==> src/rtl/sub_pkg.sv <==
// Shared types and constants for the bit-serial subtractor.
package sub_pkg;

  localparam int SUB_WIDTH = 4;

  typedef enum logic [1:0] {
    IDLE  = 2'd0,
    SHIFT = 2'd1,
    DONE  = 2'd2
  } state_t;

endpackage

==> src/rtl/full_subtractor.sv <==
// One-bit full subtractor: diff = x - y - bi, bo set when x < y + bi.
module full_subtractor (
  input  logic x,
  input  logic y,
  input  logic bi,
  output logic diff,
  output logic bo
);

  assign diff = x ^ y ^ bi;
  assign bo   = (~x & (y | bi)) | (y & bi);

endmodule

==> src/rtl/sub_serial.sv <==
// Bit-serial N-bit subtractor: one bit per cycle LSB first, results and flags
// registered on entry to DONE with a one-cycle done pulse.
module sub_serial
  import sub_pkg::*;
#(
  parameter int N = SUB_WIDTH
) (
  input  logic         clk,
  input  logic         rst,
  input  logic         start,
  input  logic [N-1:0] a,
  input  logic [N-1:0] b,
  input  logic         bin,
  output logic [N-1:0] d,
  output logic         bout,
  output logic         z,
  output logic         n,
  output logic         v,
  output logic         busy,
  output logic         done
);

  localparam int CW = $clog2(N) + 1;
  localparam logic [CW-1:0] LAST_BIT = CW'(N - 1);

  state_t        state_reg;
  logic [CW-1:0] cnt_reg;
  logic [N-1:0]  a_reg;
  logic [N-1:0]  b_reg;
  logic          borrow_reg;
  logic [N-1:0]  acc_reg;
  logic [N-1:0]  d_reg;
  logic          bout_reg;
  logic          z_reg;
  logic          n_reg;
  logic          v_reg;
  logic          busy_reg;
  logic          done_reg;

  logic          diff_bit;
  logic          borrow_next;
  logic [N-1:0]  acc_next;

  full_subtractor u_cell (
    .x    (a_reg[0]),
    .y    (b_reg[0]),
    .bi   (borrow_reg),
    .diff (diff_bit),
    .bo   (borrow_next)
  );

  // Difference bits enter at the MSB and drift down, so after N shifts the
  // accumulator holds the whole word in place.
  assign acc_next = {diff_bit, acc_reg[N-1:1]};

  always_ff @(posedge clk) begin
    if (rst) begin
      state_reg  <= IDLE;
      cnt_reg    <= '0;
      a_reg      <= '0;
      b_reg      <= '0;
      borrow_reg <= 1'b0;
      acc_reg    <= '0;
      d_reg      <= '0;
      bout_reg   <= 1'b0;
      z_reg      <= 1'b0;
      n_reg      <= 1'b0;
      v_reg      <= 1'b0;
      busy_reg   <= 1'b0;
      done_reg   <= 1'b0;
    end else begin
      case (state_reg)
        IDLE, DONE: begin
          done_reg <= 1'b0;
          if (start) begin
            a_reg      <= a;
            b_reg      <= b;
            borrow_reg <= bin;
            cnt_reg    <= '0;
            acc_reg    <= '0;
            busy_reg   <= 1'b1;
            state_reg  <= SHIFT;
          end else begin
            state_reg <= IDLE;
          end
        end
        SHIFT: begin
          a_reg      <= a_reg >> 1;
          b_reg      <= b_reg >> 1;
          borrow_reg <= borrow_next;
          acc_reg    <= acc_next;
          cnt_reg    <= cnt_reg + CW'(1);
          if (cnt_reg == LAST_BIT) begin
            // borrow_reg is the borrow into the MSB stage on this cycle.
            d_reg     <= acc_next;
            bout_reg  <= borrow_next;
            z_reg     <= (acc_next == '0);
            n_reg     <= diff_bit;
            v_reg     <= borrow_reg ^ borrow_next;
            busy_reg  <= 1'b0;
            done_reg  <= 1'b1;
            state_reg <= DONE;
          end
        end
        default: begin
          busy_reg  <= 1'b0;
          done_reg  <= 1'b0;
          state_reg <= IDLE;
        end
      endcase
    end
  end

  assign d    = d_reg;
  assign bout = bout_reg;
  assign z    = z_reg;
  assign n    = n_reg;
  assign v    = v_reg;
  assign busy = busy_reg;
  assign done = done_reg;

endmodule

==> config.mk <==
export PLATFORM = sky130hd
export DESIGN_NAME = sub_serial
export DESIGN_NICKNAME = d
export VERILOG_FILES = /design/src/rtl/sub_pkg.sv /design/src/rtl/full_subtractor.sv /design/src/rtl/sub_serial.sv
export SDC_FILE = /design/constraint.sdc
export NUM_CORES = 1
export LEC_CHECK = 0
export CORE_MARGIN = 3
export CORE_UTILIZATION = 50
export CTS_CLUSTER_DIAMETER = 200
export CTS_CLUSTER_SIZE = 24
export DETAILED_ROUTE_END_ITERATION = 10
export GPL_TIMING_DRIVEN = 0
export MAX_ROUTING_LAYER = met4
export PLACE_DENSITY = 0.77
export RECOVER_POWER = 25
export SLEW_MARGIN = 20
export SYNTH_ARGS = -nofsm -noshare
export SYNTH_HDL_FRONTEND = slang
export SYNTH_SLANG_ARGS = --single-unit
export TNS_END_PERCENT = 1
==> constraint.sdc <==
create_clock -name clk -period 1.5 [get_ports clk]
set_input_delay 0.45 -clock clk [delete_from_list [all_inputs] [get_ports clk]]
set_output_delay 0.45 -clock clk [all_outputs]
set_load 0.01 [all_outputs]
==> flow_summary.yaml, run 1 <==
layout:
  drive_gt1_share_pct: 16.9
  nFillCells: 159
  areaGrowthSynthToFinish_pct: 24.4
  n_antenna_cell: 0
  final_cells: 175
  regArea_um2: 524
  final_nets: 164
  multiInputGateArea_um2: 541
drt:
  wl_per_cell_um: 12.2
  drtIter0Drc: 8
  totalWireLength_um: 2130
  vias: 905
  ant_nets: 0
  drcViolationCount: 0
  viasPerCell: 5.17
  drt-pass1-iter-count: 4
floorplan:
  core_area_mm2: 0.00206
  die_area_mm2: 0.00291
  std_cell_rows: 16
  ioPinCount: 22
  dieWidth_um: 54.0
  start_util_pct: 55.8
  die-height_um: 54.0
power:
  p_per_area_mw_per_mm2: 1010
  total_power_mw: 1.45
  irDropWorstVdd_v: 0.000669
  p_leak_nw: 0.574
yosys:
  postSynthCellCount: 124
  async_flop_share_pct: 0
  synth_seq_cells: 26
  synth-edff-count: 0
  netlist-cell-type-count: 29
  syn_nets: 139
  yosys-top-cells-area: "dfxtp_1 (45%), nand2_1 (6.2%), nor2_1 (6.2%)"
  syn_area_mm2: 0.00115
  synth_most_common_cell: "dfxtp_1"
  avgSynthCellArea_um2: 9.27
  synth_warnings: 0
  ys.flop_type: "dfxtp_1"
  yosys.area.top_type: "dfxtp_1"
  yosysTopAreaCellShare_pct: 45.3
  yosysSeqAreaShare_pct: 45.3
  synth_common_cells: "dfxtp_1 (26), nand2_1 (19), nor2_1 (19), a21oi_1 (7), nand3_1 (6)"
global_routing:
  antenna_found_initial: 0
  grt_use_total_pct: 17.5
  grt_overflow: 0
  grt_max_degree: 16
  grt_first_pass_wirelength_um: 3620
  grt_pass1_vias: 847
setup_path:
  worst-setup-path-type: "register to output port"
  cp.depth: 1
  rr_startpoint: "cnt_reg[0]"
  cp-end-kind: "output port"
  cp.required_ns: 1.05
  crit_end: "busy"
  slowest_delay_ns: 0.37
  critPathLaunchType: "register"
  worstPathMaxFanout: 3
  cp_cell_sequence: "dlygate4sd2_1"
  crit_family: "flip-flops"
  regToRegEndpoint: "d[2]"
  rr_worst_depth: 6
  cp.buffers_inverters: 1
  rrSetupSlack_ns: 0.09
  worstPathArrival_ns: 0.96
  cp-startpoint: "busy"
  cp_slowest_cell: "dfxtp_1"
cts:
  clockBufferDepth: 2
  root_buffer: "clkbuf_4"
  htree_levels: 1
  clkTransAtPathRegs_ns: 0.15
  cts_hold_buf: 0
  numCtsBuffers: 3
  clk_latency_ns: 0.33
  cts_post_setup_buffers_inserted: 0
  cts.sinks: 26
  cts_tree: "done"
timing:
  maxSlewHeadroom_pct: 66.6
  hold_viol_final: 0
  setup_violations: 0
  post-route-min-period_ns: 1.41
  tightest_slew_ns: 0.500
  fmax_ghz: 0.709
  post-route-period-util_pct: 94.0
  skew_ns: 0.0117
  rsz0062_at_grt: "no"
  slew_viol_final: 0
worst_hold_path:
  hp-class: "primary input to register"
place:
  portBuffers: 20
  numPlacedInstances: 171
  detailed_place_hpwl_um: 1570
  finalWeightedCongestion: 0.778
status:
  status: "finished clean"
run:
  max_cap_viol_count: 0
[metal layers]
layer / vias up / routed length [um] / GRT usage, %
met5: - / 0 / -
met4: 0 / 40 / 7.66
met3: 5 / 73 / 1.66
met2: 19 / 1010 / 28.0
met1: 415 / 1010 / 22.4
li1: 466 / - / -
[power by group]
part	internal, mW	switching (mW)
Combinational	0.109	0.101
Clock	0.270	0.216
Sequential	0.725	0.0264
[worst register-to-register path, stage by stage, from the launching register on]
cell and delay (ns):
dfxtp_2 0.36, ha_1 0.22, ha_4 0.18, and3b_2 0.20
buf_6 0.14, mux2i_1 0.16, nor2_1 0.05
[worst min-delay path by stage]
stage	cells after the start	from	slack [ns]	end
floorplan	2	a_reg[3]	0.45	a_reg[3]
global placement	2	b_reg[3]	0.45	b_reg[3]
detailed placement	2	busy	0.47	busy
CTS	2	rst	0.36	b_reg[0]
global route	2	rst	0.37	b_reg[0]
finish	2	rst	0.37	b_reg[0]
[cell families after synthesis]
logic type	share of synthesized area (%)
multiplexers	4.35
adder cells (fa/ha/maj)	3.92
AO/OA/AOI/OAI	13.2
flip-flops	45.3
AND/OR/NAND/NOR	23.2
XOR/XNOR	0.762
buffers and inverters	9.36
[cell usage in the layout (no fill, tap or decap), types with 2 or more instances in the layout]
master           instances
clkdlybuf4s50_1         10
and2b_2                  2
nand3_1                  6
buf_6                    2
nand2b_1                 3
nor2_1                  19
nor3b_1                  3
a31oi_1                  2
a21oi_1                  7
nand2_1                 19
mux2i_1                  5
a311oi_1                 5
buf_4                    3
clkbuf_2                 3
dfxtp_2                  3
dfxtp_1                 23
dlygate4sd2_1            9
a311oi_2                 2
clkbuf_4                 3
inv_1                    2
a211oi_1                 2
[through the flow]
stage | hold WS [ns] | area (um^2) | TNS, ns | setup WS [ns] | utilization [%]
2_1_floorplan | 0.448 | 1150 | 0 | 0.164 | -
3_3_place_gp | 0.454 | 1380 | -1.53 | -0.158 | 67.1
3_5_place_dp | 0.466 | 1380 | -1.87 | -0.179 | 67.1
4_1_cts | 0.361 | 1420 | 0 | 0.00762 | 69.1
5_1_grt | 0.366 | 1430 | 0 | 0.00786 | 69.4
6_report | 0.367 | 1430 | 0 | 0.0894 | 69.4
[layout make-up]
type,instances,share of cell area (%)
multi-input combinational,85,37.8
sequential,26,36.7
timing repair buffer,20,13.0
buffer,11,5.95
tap,27,2.36
clock inverter,1,2.10
clock buffer,3,1.57
inverter,2,0.525
[what timing repair did]
action                                  in CTS  in global routing
hold endpoints to repair                     0                  0
endpoints found under the setup margin      10                  7
gates cloned                                 0                  0
resized for setup                           12                  5
(Power assumes the default switching activity.)
==> run 2: changes to the inputs <==
--- a/config.mk
+++ b/config.mk
@@ -10,10 +10,10 @@
 export CTS_CLUSTER_DIAMETER = 200
 export CTS_CLUSTER_SIZE = 24
 export DETAILED_ROUTE_END_ITERATION = 10
-export GPL_TIMING_DRIVEN = 0
 export MAX_ROUTING_LAYER = met4
 export PLACE_DENSITY = 0.77
 export RECOVER_POWER = 25
+export SKIP_CTS_REPAIR_TIMING = 1
 export SLEW_MARGIN = 20
 export SYNTH_ARGS = -nofsm -noshare
 export SYNTH_HDL_FRONTEND = slang
==> run 2 against run 1 <==
Effect of this change: maximum frequency up 0.71%; combinational power is 5% higher; critical path depth increased by 4; via count increased by 0.99%; cell count decreased by 2.3%; non-clock buffer count down 4; wire length up 2.2%; sequential power about the same; sequential share of layout area shrank 0.096 points; largest power group unchanged; highest routed layer unchanged.
==> flow_summary.yaml, run 2 (synthesized netlist as in run 1, its figures left out) <==
global_routing:
  grt_overflow: 0
  grt_pass1_vias: 899
  grt_first_pass_wirelength_um: 3770
  grt_max_degree: 27
  antenna_found_initial: 0
  grt_use_total_pct: 18.2
timing:
  hold_viol_final: 0
  slew_viol_final: 0
  setup_violations: 0
  fin_tns_setup_ns: 0
  post-route-min-period_ns: 1.40
  fmax_ghz: 0.714
  skew_ns: 0.00430
  rsz0062_at_grt: "no"
  tightest_slew_ns: 0.347
  post-route-period-util_pct: 93.4
  holdWs_ns: 0.479
  maxSlewHeadroom_pct: 76.9
drt:
  totalWireLength_um: 2180
  drcViolationCount: 0
  wl_per_cell_um: 12.7
  ant_nets: 0
  drt-pass1-iter-count: 3
  viasPerCell: 5.35
  drtIter0Drc: 4
  vias: 914
setup_path:
  worst-setup-path-type: "register to register"
  cp.required_ns: 1.76
  cp_cell_sequence: "fa_1 > buf_4 > nor3b_1 > a31oi_1 > nor2_1"
  cp_slowest_cell: "fa_1"
  critPathLaunchType: "register"
  rrSetupSlack_ns: 0.1
  cp-startpoint: "borrow_reg"
  rr_startpoint: "borrow_reg"
  rr_worst_depth: 5
  regToRegEndpoint: "acc_reg[3]"
  cp-end-kind: "register"
  slowest_delay_ns: 0.50
  worstPathMaxFanout: 3
  worstPathArrival_ns: 1.67
  crit_end: "acc_reg[3]"
layout:
  final_cells: 171
  areaGrowthSynthToFinish_pct: 24.7
  final_nets: 160
  n_antenna_cell: 0
  final_common_cell: "dfxtp_1"
  drive_gt1_share_pct: 13.9
  final_cell_mix: "dfxtp_1 (23), nand2_1 (19), nor2_1 (19), clkdlybuf4s50_1 (11), dlymetal6s2s_1 (10)"
power:
  irDropWorstVdd_v: 0.000518
  total_power_mw: 1.32
  p_per_area_mw_per_mm2: 922
  p_leak_nw: 0.691
floorplan:
  dieWidth_um: 54.0
  die-height_um: 54.0
  start_util_pct: 55.8
  std_cell_rows: 16
  die_area_mm2: 0.00291
  core_area_mm2: 0.00206
  ioPinCount: 22
worst_hold_path:
  hp-class: "register to register"
run:
  max_cap_viol_count: 0
place:
  detailed_place_hpwl_um: 1590
  finalWeightedCongestion: 0.744
  portBuffers: 21
  numPlacedInstances: 167
cts:
  root_buffer: "clkbuf_4"
  htree_levels: 1
  clockBufferDepth: 2
  cts.sinks: 26
  clk_latency_ns: 0.31
  numCtsBuffers: 3
  cts_tree: "done"
  clkTransAtPathRegs_ns: 0.14
status:
  status: "finished clean"
-- run 2: changes by cell type in the layout (fill, tap and decap cells not counted), moves of 2 or more --
cell / previous run / this run
dlymetal6s2s_1: 0 / 10
dlygate4sd2_1: 9 / 0
clkbuf_2: 3 / 1
buf_6: 2 / 0
-- run 2: per-stage QoR --
step | instance area [um^2] | worst slack [ns] | utilization [%]
5_1_grt | 1430 | 0.00940 | 69.5
2_1_floorplan | 1150 | 0.164 | -
6_report | 1430 | 0.0993 | 69.5
3_3_place_gp | 1360 | -0.100 | 66.1
4_1_cts | 1400 | -0.202 | 67.9
3_5_place_dp | 1360 | -0.178 | 66.1
-- run 2: where the power goes --
part	switching, mW	internal (mW)
logic	0.103	0.118
clock network	0.201	0.148
registers	0.0269	0.725
-- run 2: worst min-delay path by stage --
stage | startpoint | end | depth (start not counted)
6_report | busy | busy | 2
4_1_cts | b_reg[3] | b_reg[3] | 2
3_5_place_dp | b_reg[3] | b_reg[3] | 2
2_1_floorplan | a_reg[3] | a_reg[3] | 2
3_3_place_gp | cnt_reg[1] | cnt_reg[1] | 2
5_1_grt | cnt_reg[0] | cnt_reg[0] | 2
-- run 2: layer usage --
metal / GRT usage (%) / vias to the layer above / wire length, um
met3: 3.32 / 2 / 73
met2: 31.5 / 14 / 1160
met4: 5.11 / 0 / 9
met1: 21.3 / 440 / 940
met5: - / - / 0
li1: - / 458 / -
-- run 2: cell type report --
type	count	area, um^2
Clock buffer	4	36.3
Fill cell	182	628
Inverter	2	7.51
Multi-Input combinational cell	85	533
Sequential cell	26	524
Tap cell	27	33.8
Timing Repair Buffer	27	299
-- run 2: worst max-delay path, delay by kind of cell, from the launching register on --
family                     cells  cell delay (ns)
DFF                            1             0.37
and+or+nand+nor                2             0.26
adders and majority gates      1             0.50
AOI/OAI and AO/OA              1             0.06
buffers and inverters          1             0.16
==> run 3: changes to the inputs <==
--- a/config.mk
+++ b/config.mk
@@ -5,6 +5,7 @@
 export SDC_FILE = /design/constraint.sdc
 export NUM_CORES = 1
 export LEC_CHECK = 0
+export ABC_CLOCK_PERIOD_IN_PS = 1500
 export CORE_MARGIN = 3
 export CORE_UTILIZATION = 50
 export CTS_CLUSTER_DIAMETER = 200
@@ -14,7 +15,7 @@
 export PLACE_DENSITY = 0.77
 export RECOVER_POWER = 25
 export SKIP_CTS_REPAIR_TIMING = 1
-export SLEW_MARGIN = 20
+export SLEW_MARGIN = 5
 export SYNTH_ARGS = -nofsm -noshare
 export SYNTH_HDL_FRONTEND = slang
 export SYNTH_SLANG_ARGS = --single-unit
==> results of run 3 <==
Same layout as run 2: the final DEF is identical, and so are final timing and power.
==> RTL edit 1: new RTL, flow settings as in run 2 <==
Set the package constant `SUB_WIDTH` to 2 (it was 4).
--- a/src/rtl/sub_pkg.sv
+++ b/src/rtl/sub_pkg.sv
@@ -1,7 +1,7 @@
 // Shared types and constants for the bit-serial subtractor.
 package sub_pkg;
 
-  localparam int SUB_WIDTH = 4;
+  localparam int SUB_WIDTH = 2;
 
   typedef enum logic [1:0] {
     IDLE  = 2'd0,
Interface: changed (resized a, b and d); port bits go from 22 to 16. The function was not compared with the original's and may differ.
==> RTL edit 1 against run 2 <==
Worst setup slack lost 0.071 ns; clock power shrank 30%; highest routed layer unchanged; total power shrank 29%; combinational power shrank 9%; sequential cell count shrank 9; die area shrank 33%; final area shrank 33%; non-clock buffer count shrank 4; critical endpoint is now z; largest power group unchanged; area after synthesis shrank 36%; wire length shrank 30%; first-iteration DRC count grew to 2.5 times the old value.
==> RTL edit 1: results (changes against run 2) <==
\begin{tabular}{lr}
\hline
Metric & Value \\
\hline
\multicolumn{2}{l}{\textbf{Logic synthesis}} \\
Mux cell area share after synthesis & 0\% (was 4.35\%) \\
Post-Synth Adder-Cell Area & 4.44\% (was 3.92\%) \\
Synth area leaders & dfxtp\_1 (46\%), a21oi\_1 (7.5\%), nand3\_1 (6.1\%), a311oi\_2 (4.1\%), nand2\_1 (3.6\%) (was dfxtp\_1 (45\%), nand2\_1 (6.2\%), nor2\_1 (6.2\%), mux2i\_1 (4.4\%), buf\_6 (3.9\%)) \\
\multicolumn{2}{l}{\textbf{Routing}} \\
Length of the first detailed-routing pass in iterations & 4 (was 3) \\
Number of DRC violations after detailed-routing iteration 0 & 10 (was 4) \\
Met2 wire len & 719 um (was 1160 um) \\
\multicolumn{2}{l}{\textbf{Critical path}} \\
Maximum single-stage delay on the critical path & 0.48 ns (was 0.50 ns) \\
Endpoint arrival time on the critical path & 1.70 ns (was 1.67 ns) \\
Slowest stage cell on the critical path & fa\_2 (was fa\_1) \\
\multicolumn{2}{l}{\textbf{Global route}} \\
Wire length of the first global-routing pass & 2380 um (was 3770 um) \\
Total routing resource utilization after global routing & 16.9\% (was 18.2\%) \\
M1 GR Usage & 20.9\% (was 21.3\%) \\
Number of global-route vias before repair & 582 (was 899) \\
\multicolumn{2}{l}{\textbf{Run status}} \\
Run status & finished, final reports clean (unchanged) \\
\multicolumn{2}{l}{\textbf{Clock tree}} \\
Clock latency on the worst-skew pair & 0.29 ns (was 0.31 ns) \\
\multicolumn{2}{l}{\textbf{Placement}} \\
Routability congestion estimate & 0.697 (was 0.744) \\
Dpl cell area & 915 um\^{}2 (was 0.00136 mm\^{}2) \\
Post-place setup slack & -0.0862 ns (was -0.178 ns) \\
Total instance count after detailed placement & 112 (was 167) \\
\multicolumn{2}{l}{\textbf{Power and ir drop}} \\
Standby leakage power & 0.479 nW (was 0.691 nW) \\
Worst voltage drop across the vdd grid & 0.660 mV (was 0.518 mV) \\
Switching power as a share of total power & 27.4\% (was 25.1\%) \\
Proportion of power drawn by flip-flops and latches & 52.7\% (was 56.9\%) \\
\multicolumn{2}{l}{\textbf{Layout}} \\
Proportion of layout cells with a drive suffix above 1 & 15.8\% (was 13.9\%) \\
Final nets & 112 (was 160) \\
\hline
\end{tabular}
==> RTL edit 1: cell types whose count changed after synthesis, sizes merged, moves of 3 or more <==
cell / delta
dfxtp: -9
mux2i: -5
nor2: -15
nand3: +3
a311oi: -5
nand2: -13
a21oi: +4
buf: -4
==> RTL edit 1: worst paths after layout <==
| path | endpoint | startpoint | slack (ns) | cells past startpoint |
|---|---|---|---|---|
| worst max-delay path | z | b_reg[0] | 0.03 | 4 |
| worst min-delay path | d[0] | d[0] | 0.46 | 2 |
| worst max register to register | z | b_reg[0] | 0.03 | 4 |
| worst min register to register | d[0] | d[0] | 0.46 | 2 |
==> RTL edit 1: layout make-up <==
| cell class | instances | area [um^2] |
|---|---|---|
| well taps | 15 | 18.8 |
| flip-flops and latches | 17 | 342 |
| fillers | 106 | 369 |
| repair buffers | 23 | 223 |
| multi-input cells | 53 | 340 |
| clock buffers | 4 | 26.3 |
| inverters | 4 | 15.0 |
==> RTL edit 2: new RTL, flow settings as in run 2 <==
Without the edit above. Register the output `d` once more; this adds one clock of latency there. The other outputs are not delayed to match.
--- a/src/rtl/sub_serial.sv
+++ b/src/rtl/sub_serial.sv
@@ -111,7 +111,9 @@
     end
   end
 
-  assign d    = d_reg;
+  always_ff @(posedge clk) begin
+    d <= d_reg;
+  end
   assign bout = bout_reg;
   assign z    = z_reg;
   assign n    = n_reg;
Formal check against the unedited RTL: not equivalent (a bounded check fails within 10 cycles, from zero or initial values and one cycle with rst high).
==> RTL edit 2 against run 2 <==
Non-clock buffer count rose by 3; critical path type unchanged; critical path depth fell by 1; worst setup slack got worse by 0.021 ns; total power rose by 25%; wire length rose by 3.4%; global-route usage rose by 0.49 points; first-iteration DRC count fell by 50%; final cell count rose by 6.4%; synthesized cell count rose by 1.6%; final area rose by 7.8%; critical endpoint is now z; area after synthesis rose by 5.0%; via count rose by 5.1%; sequential cell count rose by 4.
==> RTL edit 2: results (changes against run 2) <==
\begin{tabular}{lr}
\hline
Metric & Value \\
\hline
\multicolumn{2}{l}{\textbf{Global route}} \\
Total routing resource utilization after global routing & 18.6\% (was 18.2\%) \\
Number of global-route vias before repair & 911 (was 899) \\
\multicolumn{2}{l}{\textbf{Logic synthesis}} \\
Count of unique library cells instantiated by Yosys & 30 (was 29) \\
Synth Instances & 126 (was 124) \\
Synth area leaders & dfxtp\_1 (50\%), nor2\_1 (5.9\%), nand2\_1 (5.6\%), mux2i\_1 (4.1\%), a311oi\_1 (3.6\%) (was dfxtp\_1 (45\%), nand2\_1 (6.2\%), nor2\_1 (6.2\%), mux2i\_1 (4.4\%), buf\_6 (3.9\%)) \\
Commonest cells in the netlist & dfxtp\_1 (30), nor2\_1 (19), nand2\_1 (18) (was dfxtp\_1 (26), nand2\_1 (19), nor2\_1 (19)) \\
Post-synthesis share of cell area spent on xor and xnor gates & 0.725\% (was 0.762\%) \\
Sequential-to-total area share from yosys stat & 49.7\% (was 45.3\%) \\
Syn Nets & 141 (was 139) \\
\multicolumn{2}{l}{\textbf{Placement}} \\
Detailed placer's ending HPWL & 1630 um (was 1590 um) \\
Post-place setup slack & -0.207 ns (was -0.178 ns) \\
Routability congestion estimate & 0.726 (was 0.744) \\
\multicolumn{2}{l}{\textbf{STA}} \\
Clock tree skew after final layout & 0.00792 ns (was 0.00430 ns) \\
\multicolumn{2}{l}{\textbf{Layout}} \\
Final nets & 168 (was 160) \\
Post-route insts no fill & 182 (was 171) \\
\multicolumn{2}{l}{\textbf{Hold path}} \\
Capture endpoint of the worst hold path & d[1] (was busy) \\
Worst Hold Depth & 0 (was 2) \\
Hold wc startpoint & d\_reg[1] (was busy) \\
\multicolumn{2}{l}{\textbf{Clock tree}} \\
Clock slew at reported path FFs & 0.09 ns (was 0.14 ns) \\
Inserted Clock Buffers & 5 (was 3) \\
Number of levels the H-tree was split into & 2 (was 1) \\
\multicolumn{2}{l}{\textbf{Critical path}} \\
Worst Reg2Reg Path Length in Cells & 4 (was 5) \\
Reg2reg end & z (was acc\_reg[3]) \\
Endpoint arrival time on the critical path & 1.70 ns (was 1.67 ns) \\
\multicolumn{2}{l}{\textbf{Run status}} \\
Run status & finished, final reports clean (unchanged) \\
\multicolumn{2}{l}{\textbf{Power and ir drop}} \\
Worst voltage drop across the vdd grid & 0.717 mV (was 0.518 mV) \\
Standby leakage power & 0.749 nW (was 0.691 nW) \\
\multicolumn{2}{l}{\textbf{Routing}} \\
Final Routed Wirelength & 2260 um (was 2180 um) \\
\hline
\end{tabular}
RTL edit 2: changes by cell type after synthesis, sizes merged:
cell / run 2 / this run
dfxtp: 26 / 30
buf: 10 / 8
and2b: 2 / 1
clkbuf: 1 / 2
nand2: 20 / 19
nor2b: 0 / 1
o21ai: 0 / 1
o21bai: 1 / 0
RTL edit 2: cell families after synthesis:
logic type,after synthesis
simple gates,55
compound gates,20
mux,5
buf+inv,12
xor+xnor,1
flops,30
fa+ha+maj,3
RTL edit 2: metal layers:
metal	global-route usage (%)	wire length, um	up-vias
li1	-	-	483
met5	-	0	-
met3	8.04	137	8
met4	9.72	62	0
met1	20.2	938	448
met2	28.9	1120	22
RTL edit 2: worst max path at each step:
stage	slack, ns	cells after the start	endpoint
3_5_place_dp	-0.21	4	b_reg[2]
2_1_floorplan	0.16	4	z
6_report	0.08	4	z
5_1_grt	0.01	5	d_reg[1]
4_1_cts	-0.19	1	n
3_3_place_gp	-0.13	4	b_reg[1]
RTL edit 2: stage by stage:
step	hold slack [ns]	area (um^2)
CTS	0.358	1520
finish	0.356	1550
global placement	0.338	1440
global route	0.370	1550
detailed placement	0.339	1440
floorplan	0.330	1210
RTL edit 2: critical path, cell delays in order, from the launching register on:
cell and delay (ns):
dfxtp_1 0.36, fa_1 0.56, nor4b_1 0.25, mux2i_1 0.12, nor2_1 0.08
RTL edit 2: power breakdown:
part	internal [mW]	total [mW]	switching (mW)
Combinational	0.112	0.218	0.106
Clock	0.320	0.584	0.264
Sequential	0.830	0.853	0.0237
Total	1.26	1.65	0.393
RTL edit 2: layout make-up:
type | instances | area share (%)
Inverter | 2 | 0.486
Tap cell | 28 | 2.27
Clock buffer | 8 | 5.10
Multi-Input combinational cell | 84 | 33.1
Sequential cell | 30 | 39.0
Timing Repair Buffer | 30 | 20.0
